## src/rtl/ofs_asp_pkg.sv

```systemverilog
// +----------------------------------------------------------------------+
// | ofs_asp_pkg: register map, DFH packing and CTRL layout for the ASP    |
// | MMIO responder.                            Revision: 1.0              |
// +----------------------------------------------------------------------+
`default_nettype none

package ofs_asp_pkg;

  localparam logic [3:0] AFU_DFH_TYPE = 4'h1;

  localparam logic [5:0] OFF_DFH     = 6'h00;
  localparam logic [5:0] OFF_GUID_L  = 6'h08;
  localparam logic [5:0] OFF_GUID_H  = 6'h10;
  localparam logic [5:0] OFF_RSVD    = 6'h18;
  localparam logic [5:0] OFF_SCRATCH = 6'h20;
  localparam logic [5:0] OFF_CTRL    = 6'h28;
  localparam logic [5:0] OFF_STATUS  = 6'h30;
  localparam logic [5:0] OFF_ERR     = 6'h38;

  typedef struct packed {
    logic clr_cnt;
    logic soft_rst;
  } ctrl_t;

  function automatic logic [63:0] dfh_pack(input logic [11:0] id, input logic [3:0] rev,
                                           input logic [23:0] next, input logic eol);
    return {AFU_DFH_TYPE, 19'h0, eol, next, rev, id};
  endfunction

endpackage

`default_nettype wire

```

## src/rtl/asp_pulse_stretch.sv

```systemverilog
// +----------------------------------------------------------------------+
// | asp_pulse_stretch: restartable down-counter producing a CYCLES-long   |
// | high pulse after each start strobe.        Revision: 1.0              |
// +----------------------------------------------------------------------+
`default_nettype none

module asp_pulse_stretch #(
  parameter int CYCLES = 16
) (
  input  logic afu_clk,
  input  logic afu_reset_n,
  input  logic start,
  output logic pulse
);

  localparam int CW = $clog2(CYCLES + 1);

  logic [CW-1:0] count;

  always_ff @(posedge afu_clk or negedge afu_reset_n) begin
    if (!afu_reset_n) begin
      count <= '0;
    end else if (start) begin
      count <= CW'(CYCLES);
    end else if (count != '0) begin
      count <= count - CW'(1);
    end
  end

  assign pulse = (count != '0);

endmodule

`default_nettype wire

```

## src/rtl/asp_mmio_dfh_responder.sv

```systemverilog
// +----------------------------------------------------------------------+
// | asp_mmio_dfh_responder: fixed-latency 64-bit MMIO responder with DFH, |
// | GUID, scratch, control, counters and error.  Revision: 1.0            |
// +----------------------------------------------------------------------+
`default_nettype none

module asp_mmio_dfh_responder
  import ofs_asp_pkg::*;
#(
  parameter int          ADDR_WIDTH      = 16,
  parameter logic [63:0] GUID_H          = 64'h0,
  parameter logic [63:0] GUID_L          = 64'h0,
  parameter logic [11:0] FEATURE_ID      = 12'h0,
  parameter logic [3:0]  FEATURE_REV     = 4'h0,
  parameter logic [23:0] NEXT_DFH_OFFSET = 24'h0,
  parameter logic        END_OF_LIST     = 1'b1,
  parameter int          SOFT_RST_CYCLES = 16
) (
  input  logic                  afu_clk,
  input  logic                  afu_reset_n,
  input  logic [ADDR_WIDTH-1:0] mmio_address,
  input  logic                  mmio_read,
  input  logic                  mmio_write,
  input  logic [63:0]           mmio_writedata,
  input  logic [7:0]            mmio_byteenable,
  output logic                  mmio_waitrequest,
  output logic [63:0]           mmio_readdata,
  output logic                  mmio_readdatavalid,
  output logic                  soft_reset
);

  logic        rd_acc, wr_acc, hit;
  logic [5:0]  offset;
  ctrl_t       ctrl_wr, ctrl_rd;
  logic        soft_start, clr_cnt, ctrl_hit, err_clr;
  logic [63:0] scratch, rd_mux, data_s1;
  logic [31:0] wr_cnt, rd_cnt;
  logic        err, valid_s1;

  assign rd_acc   = mmio_read  & ~mmio_waitrequest;
  assign wr_acc   = mmio_write & ~mmio_waitrequest;
  assign hit      = (mmio_address >> 3) == '0;
  assign offset   = {mmio_address[2:0], 3'b000};
  assign ctrl_wr  = ctrl_t'(mmio_writedata[1:0]);
  assign ctrl_hit = wr_acc & hit & (offset == OFF_CTRL) & mmio_byteenable[0];

  assign soft_start = ctrl_hit & ctrl_wr.soft_rst;
  assign clr_cnt    = ctrl_hit & ctrl_wr.clr_cnt;
  assign err_clr    = wr_acc & hit & (offset == OFF_ERR) & mmio_byteenable[0] & mmio_writedata[0];

  // Read mux is evaluated in the accept cycle so a read observes pre-write state.
  always_comb begin
    rd_mux           = '0;
    ctrl_rd          = '0;
    ctrl_rd.soft_rst = soft_reset;
    if (hit) begin
      case (offset)
        OFF_DFH:     rd_mux = dfh_pack(FEATURE_ID, FEATURE_REV, NEXT_DFH_OFFSET, END_OF_LIST);
        OFF_GUID_L:  rd_mux = GUID_L;
        OFF_GUID_H:  rd_mux = GUID_H;
        OFF_RSVD:    rd_mux = '0;
        OFF_SCRATCH: rd_mux = scratch;
        OFF_CTRL:    rd_mux = {62'h0, ctrl_rd};
        OFF_STATUS:  rd_mux = {rd_cnt, wr_cnt};
        OFF_ERR:     rd_mux = {63'h0, err};
        default:     rd_mux = '0;
      endcase
    end
  end

  always_ff @(posedge afu_clk or negedge afu_reset_n) begin
    if (!afu_reset_n) begin
      mmio_waitrequest   <= 1'b1;
      scratch            <= '0;
      wr_cnt             <= '0;
      rd_cnt             <= '0;
      err                <= 1'b0;
      valid_s1           <= 1'b0;
      data_s1            <= '0;
      mmio_readdatavalid <= 1'b0;
      mmio_readdata      <= '0;
    end else begin
      mmio_waitrequest <= 1'b0;

      if (wr_acc && hit && offset == OFF_SCRATCH) begin
        for (int b = 0; b < 8; b++) begin
          if (mmio_byteenable[b]) scratch[8*b +: 8] <= mmio_writedata[8*b +: 8];
        end
      end

      if (clr_cnt) begin
        wr_cnt <= '0;
        rd_cnt <= '0;
      end else begin
        if (wr_acc) wr_cnt <= wr_cnt + 32'd1;
        if (rd_acc) rd_cnt <= rd_cnt + 32'd1;
      end

      // A new collision outranks a simultaneous write-1-to-clear.
      if (rd_acc && wr_acc) err <= 1'b1;
      else if (err_clr)     err <= 1'b0;

      valid_s1           <= rd_acc;
      data_s1            <= rd_acc ? rd_mux : '0;
      mmio_readdatavalid <= valid_s1;
      mmio_readdata      <= valid_s1 ? data_s1 : '0;
    end
  end

  asp_pulse_stretch #(
    .CYCLES(SOFT_RST_CYCLES)
  ) u_pulse (
    .afu_clk    (afu_clk),
    .afu_reset_n(afu_reset_n),
    .start      (soft_start),
    .pulse      (soft_reset)
  );

endmodule

`default_nettype wire

```

## config.mk

```make
export PLATFORM = sky130hd
export DESIGN_NAME = asp_mmio_dfh_responder
export DESIGN_NICKNAME = d
export VERILOG_FILES = /design/src/rtl/ofs_asp_pkg.sv /design/src/rtl/asp_pulse_stretch.sv /design/src/rtl/asp_mmio_dfh_responder.sv
export SDC_FILE = /design/constraint.sdc
export NUM_CORES = 1
export LEC_CHECK = 0
export CAP_MARGIN = 10
export CORE_MARGIN = 8
export CORE_UTILIZATION = 35
export CTS_BUF_LIST = sky130_fd_sc_hd__clkbuf_4 sky130_fd_sc_hd__clkbuf_8
export CTS_CLUSTER_SIZE = 25
export DETAILED_ROUTE_END_ITERATION = 12
export SYNTH_ARGS = -nofsm -noshare
export SYNTH_HDL_FRONTEND = slang
export SYNTH_HIERARCHICAL = 1
export SYNTH_SLANG_ARGS = --single-unit
```

## constraint.sdc

```tcl
create_clock -name afu_clk -period 2.98 [get_ports afu_clk]
set_input_delay 0.745 -clock afu_clk [delete_from_list [all_inputs] [get_ports afu_clk]]
set_output_delay 0.745 -clock afu_clk [all_outputs]
set_load 0.05 [all_outputs]
```

Yosys cells after proc, flatten, opt, wreduce, memory -nomap -nowiden
Cells that the tools add are included.
{"block": "classes", "addsub": 3, "eq_ne": 4, "muxes": 12, "bitwise_logic": 11, "n_reduce_logical": 18}
{"op": "one-hot mux 64 bit (5 select lines)", "n": 1}
{"op": "2-to-1 mux 64 bit", "n": 3}
{"op": "2-to-1 mux 32 bit", "n": 4}
{"op": "adder 32 x 1 -> 32 bit, second input constant", "n": 2}
{"op": "zero test 16 bit", "n": 1}
{"op": "AND reduction 2 bit", "n": 8}
{"op": "== test 3 bit, second input constant", "n": 4}
{"op": "AND 1 bit", "n": 10}
{"op": "2-to-1 mux 5 bit", "n": 2}
{"op": "nonzero test 2 bit", "n": 4}
{"op": "zero test 6 bit", "n": 1}
{"op": "nonzero test 5 bit", "n": 1}
{"op": "subtractor 5 x 1 -> 5 bit, second input constant", "n": 1}
{"op": "logical AND 1 bit", "n": 3}
{"op": "2-to-1 mux 1 bit", "n": 2}
{"op": "NOT 1 bit", "n": 1}
{"block": "word_totals", "regBits": 265, "in_bits": 92, "output_inout_bits": 67, "word_cells": 65}

Longest topological paths before layout
Gate-level depths: netlist (run 1).
{"block": "logic_depth", "depth_word": 8, "ltp_mapped": 7, "mapped_depth_nobuf": 6}

By module
Netlist (run 1), hierarchy kept.
{"mod": "asp_mmio_dfh_responder", "n_inst": 1, "cells_per_inst": 896, "area_each_um2": 10587.7, "seq_area_each_um2": 6507.5}
{"mod": "asp_pulse_stretch", "n_inst": 1, "cells_per_inst": 25, "area_each_um2": 261.5, "seq_area_each_um2": 125.1}

Worst setup path before layout (run 1)
Ideal clock, no wire load.
{"block": "synth_timing", "kind": "in2reg", "from": "input port mmio_address[2]", "to": "register scratch[0]", "setup_ps": 128, "t_arrival_ps": 2224, "required_ps": 2852, "path_slack_ps": 628, "path_stages": 6, "path_buffers": 2, "path_cell_list": "clkbuf_1 > nor3b_2 > and2_1 > buf_2 > nand3_2 > mux2_1"}
{"block": "synth_between", "elab_chain_len": 3}
{"element": "from (decl)", "line": "asp_mmio_dfh_responder.sv:21", "source": "input logic [ADDR_WIDTH-1:0] mmio_address,"}
{"element": "== test 3 bit", "line": "asp_mmio_dfh_responder.sv:85", "source": "if (wr_acc && hit && offset == OFF_SCRATCH) begin"}
{"element": "logical AND 1 bit", "line": "asp_mmio_dfh_responder.sv:85"}
{"element": "AND reduction 2 bit (no line)"}
{"element": "to (signal, indexed assignment)", "line": "asp_mmio_dfh_responder.sv:87", "source": "if (mmio_byteenable[b]) scratch[8*b +: 8] <= mmio_writedata[8*b +: 8];"}
{"element": "to (decl)", "line": "asp_mmio_dfh_responder.sv:36", "source": "logic [63:0] scratch, rd_mux, data_s1;"}
Every way passes these cells.
A chain may end at the register's enable or synchronous reset.

Final worst setup path (run 1)
{"block": "layout_timing", "from": "register mmio_waitrequest", "to": "output port mmio_waitrequest"}
{"element": "from (decl)", "line": "asp_mmio_dfh_responder.sv:26", "source": "output logic mmio_waitrequest,"}
{"element": "from (signal assigned)", "line": "asp_mmio_dfh_responder.sv:73", "source": "mmio_waitrequest <= 1'b1;"}
{"element": "from (signal assigned)", "line": "asp_mmio_dfh_responder.sv:83", "source": "mmio_waitrequest <= 1'b0;"}
No word-level cell between the ends.

==> impl_metrics.csv, run 1 <==
group,metric,value,unit
cts,insertion_delay,560,ps
die,initial_core_util,35.5,%
cts,ctsRootBufferMaster,"clkbuf_8",
route,wl_met3,1950,um
route,dr.pass1.iters,5,
sta,hold_viol_final,0,
cts,clock_path_buffers,3,
synthesis,yosysMostFrequentCell,"dfrtp_1",
synthesis,ys_ff_latch,265,
synthesis,netlist_area,10800,um^2
global_route,antenna_found_initial,8,
cts,cts_buffers,47,
cts,clkTransAtPathRegs,60,ps
pwr,p_sw,1950,uW
synthesis,synth_compound_area_share,9.42,%
sta,rsz0062_at_grt,"false",
layout,fin_nets,1205,
pwr,p_seq_share,48.6,%
sta,holdWs,122,ps
sta,finClkSkew,37.4,ps
global_route,grt_usage,15.1,%
pwr,power-per-cell-area,567,nW/um^2
sta,maxSlewViolCount,0,
critical_path,r2r_end,"rd_cnt[28]$_DFFE_PN0P_",
pwr,power.leakage,0.00617,uW
route,wl_met2,13500,um
route,vias,7823,
critical_path,critPathRequiredTime,2240,ps
pwr,p_comb_share,7.3,%
route,drc_errors,0,
synthesis,synth_area_leaders,"dfrtp_1 (61%), mux2_1 (6.6%), a22oi_1 (4.2%)",
synthesis,synth_top_cell_area_share,60.9,%
run,maxCapViolations,0,
pwr,ir_worst_vdd,0.384,mV
cts,hold_buffers,0,
cts,clkSinkCount,265,
cts,h-tree-depth,2,
synthesis,synthesis.nets,1016,
synthesis,synth-simple-area-share,17.8,%
synthesis,syn_avg_cell_area,11.8,um^2
critical_path,reg2reg_depth,6,
pwr,power.share.clock,44.0,%
min_path,hold_class,"in2async",
die,io_pins,159,
layout,fillerInstances,2826,
die,die-area,36900,um^2
cts,ctsResizeCount,0,
sta,period_share,92.9,%
layout,post_route_cells_drive_above_1_share,12.4,%
critical_path,rrSetupSlack,590,ps
sta,setup_viol,0,
sta,setup_tns,0,ps
critical_path,critPathMaxFanout,8,
route,vias_per_cell,5.07,
pwr,power.internal,6050,uW
critical_path,endpoint_kind,"primary output",
critical_path,r2r-start,"rd_cnt[0]$_DFFE_PN0P_",
die,dieHeight,192,um
critical_path,path_cells,"clkdlybuf4s50_1",
die,die_w,192,um
placement,hpwl,18800,um
sta,slew_headroom,34.7,%
critical_path,worst-path-buf-inv,1,
route,drtIter0Drc,453,
synthesis,synth_top_family_by_area,"simple AND/OR/NAND/NOR gates",
synthesis,async_reset_ff_share,100,%
synthesis,synth_edf_count,0,
global_route,grt_first_pass_wirelength,44600,um
synthesis,synth-xor-area-share,1.78,%
synthesis,yosys-top-cells-count,"dfrtp_1 (264), nor2_1 (90), and2_1 (67), mux2_1 (64), a22oi_1 (61)",
sta,min_period,2770,ps
pwr,p_sw_share,24.4,%
critical_path,slowest_stage,"clkdlybuf4s50_1",
route,wl_per_cell,17.9,um
synthesis,synth_seq_area_share,61.1,%
sta,fmax,0.361,GHz
critical_path,setup.worst_path.start_class,"flop",
global_route,grt_pass1_vias,8033,
synthesis,synthFlopType,"dfrtp_1",
synthesis,synthMuxAreaShare,7.22,%
critical_path,cp_top_family,"buffers and inverters",
cts,tritoncts,"done",
critical_path,path_class,"reg2out",
global_route,grt_max_degree,69,
placement,place.gp.congestion,0.786,
global_route,overflow,0,
sta,worst_pin_slew,979,ps
route,top_layer,"met5",
synthesis,synth_top_cell_by_area,"dfrtp_1",
die,rows,64,
synthesis,synthAdderAreaFrac,0.346,%
synthesis,yosys_warnings,6,
synthesis,yosys.cell_types.count,48,
synthesis,syn_inst,921,
status,status,"finished, final reports clean",
cts,cts_setup_buffers,0,
placement,numPortBuffers,158,
die,core-area,30600,um^2
route,ant_nets,0,
layout,syn_to_final_growth,30.2,%
route,wirelength_met1,11700,um
placement,dp_slack,41.2,ps
critical_path,slowest_delay,840,ps
sta,setup_slack,212,ps
critical_path,critical_path_arrival,2020,ps
route,finalWirelength,27600,um
==> state kept, by name, indices dropped and copies added, names as in the netlist, 5 cells and up <==
register       count
u_pulse/count      5
wr_cnt            32
mmio_readdata     64
data_s1           64
scratch           64
rd_cnt            32
==> power by group through the flow <==
stage	Clock (uW)	Combinational [uW]	Sequential [uW]
2_1_floorplan	0	330	3870
3_3_place_gp	0	587	3950
3_5_place_dp	0	600	3960
4_1_cts	3650	602	3900
5_1_grt	3830	669	3910
6_report	3530	587	3890
==> worst max-delay path by stage <==
stage                                       startpoint                     end  depth (start not counted)
after floorplan                        mmio_address[2]  scratch[0]$_DFFE_PN0P_                          6
after global placement                      mmio_write  wr_cnt[26]$_DFFE_PN0P_                          5
after detailed placement               mmio_address[3]   data_s1[54]$_DFF_PN0_                          7
after CTS                   mmio_waitrequest$_DFF_PN1_        mmio_waitrequest                          1
after global routing      u_pulse/count[0]$_DFFE_PN0P_              soft_reset                          4
final                       mmio_waitrequest$_DFF_PN1_        mmio_waitrequest                          1
==> per-stage QoR <==
| stage | utilization, % | power [uW] | area [um^2] | cells |
|---|---|---|---|---|
| 2_1_floorplan | - | 4200 | 10800 | 921 |
| 3_3_place_gp | 42.8 | 4540 | 13100 | 1457 |
| 3_5_place_dp | 42.8 | 4560 | 13100 | 1457 |
| 4_1_cts | 46.2 | 8140 | 14100 | 1543 |
| 5_1_grt | 46.2 | 8410 | 14100 | 1544 |
| 6_report | 46.2 | 8000 | 14100 | 1544 |
==> layer usage <==
layer	up-vias	global-route usage (%)
li1	3689	-
met4	14	4.00
met3	47	4.36
met1	3883	19.3
met2	190	24.9
met5	-	0
==> cells by family (layout without fill, tap and decap cells) <==
group                      after synthesis  count (layout)
and+or+nand+nor                        343             343
DFF                                    265             265
AOI/OAI and AO/OA                      155             155
muxes                                   69              69
buffers and inverters                   63             289
xor gates and xnor gates                22              22
adders and majority gates                3               3
other                                    1               2
==> area by class of cell <==
class	count	area [um^2]	share of cell area [%]
diodes	1	2.50	0.0177
clock buffers	79	975	6.90
clock inverters	7	43.8	0.310
inverters	10	37.5	0.266
multi-input cells	593	3990	28.2
flip-flops and latches	265	6630	47.0
well taps	396	495	3.51
repair buffers	193	1950	13.8
==> cell usage in the layout, fill, tap and decap left out, types with 8 or more instances in the layout <==
cell type        count
nor4_1               9
xnor2_1             12
o31ai_1             27
xor2_1              10
dfrtp_1            263
nor3_1               9
mux2_1              64
clkdlybuf4s50_1    156
inv_1                9
a22oi_1             61
nand3_2              9
clkbuf_8            61
and4_1              12
buf_4               28
buf_12               8
o21ai_0             15
nand3_1             22
nor2_1              89
nand2_1             39
clkbuf_4            18
and2_1              67
nand4_1             21
a21oi_1             41
or4_1               31
or3_1               11
(Power assumes the default switching activity.)
==> run 2: changes to the inputs <==
CELL_PAD_IN_SITES_DETAIL_PLACEMENT = 1   (was default)
CELL_PAD_IN_SITES_GLOBAL_PLACEMENT = 2   (was default)
PLACE_DENSITY_LB_ADDON = 0.1   (was default)
==> run 2 against run 1 <==
Effect of this change: global-route usage up 1.4 points; die area stayed put; critical path depth unchanged; core utilization rose by 0.40 points; largest cell class unchanged; highest routed layer unchanged; fmax fell by 0.67%; design area increased by 0.88%.
==> impl_metrics.csv, run 2 (synthesis results as in run 1) <==
group,metric,value,unit
status,status,"finished, final reports clean",
cts,hold_buffers,0,
sta,slew_headroom,27.6,%
sta,setup_slack,194,ps
die,die-area,36900,um^2
cts,cts_setup_buffers,0,
global_route,grt_first_pass_wirelength,48500,um
route,drc_errors,0,
cts,insertion_delay,550,ps
run,maxCapViolations,0,
sta,setup_viol,0,
placement,place.gp.congestion,0.764,
cts,cts_buffers,46,
critical_path,critical_path_arrival,2040,ps
min_path,hold_class,"in2async",
sta,maxSlewViolCount,0,
route,vias_per_cell,5.15,
sta,period_share,93.5,%
critical_path,critPathMaxFanout,8,
layout,final_cell_mix,"dfrtp_1 (263), clkdlybuf4s50_1 (156), nor2_1 (89)",
global_route,grt_usage,16.5,%
sta,rsz0062_at_grt,"false",
critical_path,cp_top_family,"buffers and inverters",
die,core-area,30600,um^2
cts,tritoncts,"done",
critical_path,path_cells,"clkdlybuf4s50_1",
placement,placed_cell_area,13200,um^2
route,vias,7993,
layout,post-route-util,46.6,%
sta,min_period,2790,ps
sta,finClkSkew,27.1,ps
sta,hold_viol_final,0,
layout,post_route_cells_drive_above_1_share,12.9,%
critical_path,path_class,"reg2out",
route,finalWirelength,29800,um
global_route,grt_pass1_vias,8669,
pwr,power.leakage,0.00622,uW
pwr,power-per-cell-area,566,nW/um^2
cts,clock_path_buffers,3,
route,ant_nets,0,
critical_path,setup.worst_path.start_class,"flop",
critical_path,slowest_stage,"clkdlybuf4s50_1",
critical_path,worst-path-buf-inv,1,
die,io_pins,159,
pwr,ir_worst_vdd,0.303,mV
global_route,antenna_found_initial,2,
critical_path,rrSetupSlack,670,ps
placement,numPortBuffers,158,
route,drtIter0Drc,362,
cts,clkTransAtPathRegs,60,ps
critical_path,endpoint_kind,"primary output",
layout,fin_nets,1214,
global_route,grt_max_degree,66,
critical_path,critPathRequiredTime,2240,ps
sta,fmax,0.359,GHz
placement,dp.cells,1467,
die,initial_core_util,35.5,%
die,dieHeight,192,um
global_route,overflow,0,
die,die_w,192,um
layout,finalNonFillerCells,1551,
route,dr.pass1.iters,4,
layout,syn_to_final_growth,31.3,%
cts,ctsResizeCount,0,
layout,final_common_cell,"dfrtp_1",
critical_path,slowest_delay,840,ps
die,rows,64,
cts,h-tree-depth,2,
sta,worst_pin_slew,1090,ps
layout,top_regs,"data_s1 (64), mmio_readdata (64), scratch (64)",
layout,design_area,14200,um^2
placement,dp_slack,16.8,ps
placement,hpwl,20500,um
cts,ctsRootBufferMaster,"clkbuf_8",
cts,clkSinkCount,265,
route,wl_per_cell,19.2,um
[run 2: cell types whose count changed in the layout (fill, tap and decap cells not counted)]
cell       delta
clkbuf_4      -3
buf_12        +4
bufinv_16     +1
buf_4         +6
inv_6         -1
[run 2: power by group]
group / leakage (uW) / internal (uW) / switching, uW
Sequential: 0.00363 / 3710 / 180
Clock: 0.000538 / 2100 / 1480
Combinational: 0.00205 / 292 / 312
Total: 0.00622 / 6100 / 1970
[run 2: path summary, 6_finish.rpt]
| path | startpoint | to | depth (start not counted) |
|---|---|---|---|
| worst min register to register | data_s1[12]$_DFF_PN0_ | mmio_readdata[12]$_DFF_PN0_ | 1 |
| worst min-delay path | afu_reset_n | mmio_readdata[4]$_DFF_PN0_ | 1 |
| worst max-delay path | mmio_waitrequest$_DFF_PN1_ | mmio_waitrequest | 1 |
| worst max register to register | wr_cnt[0]$_DFFE_PN0P_ | wr_cnt[24]$_DFFE_PN0P_ | 5 |
| min in group afu_clk | data_s1[12]$_DFF_PN0_ | mmio_readdata[12]$_DFF_PN0_ | 1 |
| max in group asynchronous | afu_reset_n | mmio_readdata[6]$_DFF_PN0_ | 2 |
[run 2: layout make-up]
| type | instances | area [um^2] |
|---|---|---|
| Inverter | 10 | 37.5 |
| Antenna cell | 1 | 2.50 |
| Multi-Input combinational cell | 593 | 3990 |
| Clock inverter | 7 | 65.1 |
| Sequential cell | 265 | 6630 |
| Tap cell | 396 | 495 |
| Timing Repair Buffer | 203 | 2070 |
| Fill cell | 3218 | 16300 |
| Clock buffer | 76 | 952 |
[run 2: metal layers]
layer	global-route usage, %	share of wire, %	wire, um
met1	21.5	45	13400
met4	4.14	1.9	553
met5	0	0.090	27
met2	27.6	48	14200
met3	3.78	5.6	1660
[run 2: through the flow]
stage	total power, uW	setup TNS [ps]	hold WS (ps)
3_3_place_gp	4560	-7.02	435
3_5_place_dp	4570	0	442
5_1_grt	8450	0	175
6_report	8070	0	153
4_1_cts	8220	0	150
2_1_floorplan	4200	0	352
==> run 3: changes to the inputs <==
PLACE_DENSITY = 0.8   (was default)
PLACE_DENSITY_LB_ADDON = default   (was 0.1)
==> run 3 against run 2 <==
Effect of this change: cell count is 0.64% lower; clock-buffer cell count is 1 lower; non-clock buffer count shrank 8; worst hold slack improved by 11 ps; clock power down 4%; fmax increased by 0.81%; sequential cell count unchanged; clock skew down 10 ps; combinational power decreased by 1%; design area is 1.0% lower; critical endpoint is now soft_reset.
==> impl_metrics.csv, run 3 (synthesis results as in run 1) <==
group,metric,value,unit
route,finalWirelength,29600,um
die,initial_core_util,35.5,%
layout,finalNonFillerCells,1541,
cts,hold_buffers,0,
layout,top_regs,"data_s1 (64), mmio_readdata (64), scratch (64)",
sta,setup_viol,0,
cts,ctsRootBufferMaster,"clkbuf_8",
cts,clkSinkCount,265,
cts,clock_path_buffers,3,
layout,fin_nets,1207,
critical_path,critical_path_arrival,2020,ps
critical_path,setup.worst_path.start_class,"flop",
cts,cts_buffers,47,
critical_path,critPathMaxFanout,6,
layout,post_route_cells_drive_above_1_share,12.0,%
critical_path,path_cells,"inv_1 -> ha_1 -> or4b_4 -> buf_4",
layout,final_common_cell,"dfrtp_1",
route,ant_nets,0,
min_path,hold_class,"in2async",
pwr,power-per-cell-area,562,nW/um^2
critical_path,endpoint_kind,"primary output",
global_route,grt_usage,16.3,%
layout,syn_to_final_growth,30.0,%
layout,final_cell_mix,"dfrtp_1 (263), clkdlybuf4s50_1 (156), nor2_1 (89)",
die,core-area,30600,um^2
cts,tritoncts,"done",
placement,numPortBuffers,158,
sta,min_period,2760,ps
sta,worst_pin_slew,1070,ps
route,dr.pass1.iters,4,
sta,maxSlewViolCount,0,
route,vias,7916,
route,drc_errors,0,
critical_path,critPathRequiredTime,2240,ps
die,die_w,192,um
cts,ctsResizeCount,0,
sta,finClkSkew,16.7,ps
die,rows,64,
critical_path,cp_top_family,"simple AND/OR/NAND/NOR gates",
sta,period_share,92.7,%
route,vias_per_cell,5.14,
layout,post-route-util,46.1,%
critical_path,slowest_delay,550,ps
global_route,antenna_found_initial,7,
pwr,ir_worst_vdd,0.321,mV
critical_path,worst-path-buf-inv,2,
global_route,grt_max_degree,66,
route,drtIter0Drc,471,
cts,h-tree-depth,2,
global_route,grt_first_pass_wirelength,48300,um
status,status,"finished, final reports clean",
die,die-area,36900,um^2
global_route,grt_pass1_vias,8787,
die,dieHeight,192,um
cts,insertion_delay,550,ps
global_route,overflow,0,
sta,fmax,0.362,GHz
sta,setup_tns,0,ps
route,wl_per_cell,19.2,um
placement,hpwl,20200,um
sta,rsz0062_at_grt,"false",
critical_path,slowest_stage,"or4b_4",
cts,clkTransAtPathRegs,60,ps
run,maxCapViolations,0,
cts,cts_setup_buffers,0,
sta,slew_headroom,28.6,%
pwr,power.leakage,0.00616,uW
critical_path,path_class,"reg2out",
layout,fillerInstances,3219,
placement,place.gp.congestion,0.765,
die,io_pins,159,
sta,hold_viol_final,0,
placement,dp.cells,1459,
-- run 3: cell types whose count changed in the layout (fill, tap and decap cells not counted), sizes merged --
| cell | previous run | this run |
|---|---|---|
| buf | 47 | 39 |
| bufinv | 1 | 0 |
| clkbuf | 76 | 75 |
| clkinvlp | 2 | 0 |
| diode | 1 | 3 |
-- run 3: through the flow --
| step | setup slack [ps] | power (uW) | hold WS [ps] | area (um^2) |
|---|---|---|---|---|
| floorplan | 628 | 4200 | 352 | 10800 |
| global placement | 67.7 | 4530 | 439 | 13100 |
| detailed placement | 18.0 | 4570 | 442 | 13100 |
| CTS | 174 | 8060 | 138 | 14100 |
| global route | 111 | 8300 | 174 | 14100 |
| finish | 216 | 7930 | 164 | 14100 |
-- run 3: area by class of cell --
type	count	area, um^2	area share, %
antenna	3	7.51	0.0532
clock buffer	75	945	6.70
clock inverter	4	20.0	0.142
inverter	10	37.5	0.266
multi-input combinational	593	3990	28.3
sequential	265	6630	47.0
tap	396	495	3.51
timing repair buffer	195	1970	14.0
-- run 3: where the power goes --
| part | switching (uW) | total, uW | internal (uW) |
|---|---|---|---|
| registers | 184 | 3890 | 3710 |
| clock network | 1450 | 3440 | 1990 |
| logic | 310 | 598 | 288 |
| total | 1950 | 7930 | 5980 |
-- run 3: layer usage --
layer	wire length [um]	GRT usage, %	up-vias
li1	-	-	3694
met1	12500	20.0	4025
met2	14900	28.1	137
met3	1480	3.83	52
met4	619	5.29	8
met5	49	0	-
-- run 3: path summary, 6_finish.rpt --
check	from	to	slack, ps	cells after the start
worst max register to register	rd_cnt[0]$_DFFE_PN0P_	rd_cnt[24]$_DFFE_PN0P_	640	6
worst max-delay path	u_pulse/count[0]$_DFFE_PN0P_	soft_reset	220	4
max in group asynchronous	afu_reset_n	rd_cnt[24]$_DFFE_PN0P_	1910	2
worst min register to register	data_s1[30]$_DFF_PN0_	mmio_readdata[30]$_DFF_PN0_	450	1
min in group afu_clk	data_s1[30]$_DFF_PN0_	mmio_readdata[30]$_DFF_PN0_	450	1
worst min-delay path	afu_reset_n	data_s1[16]$_DFF_PN0_	160	1
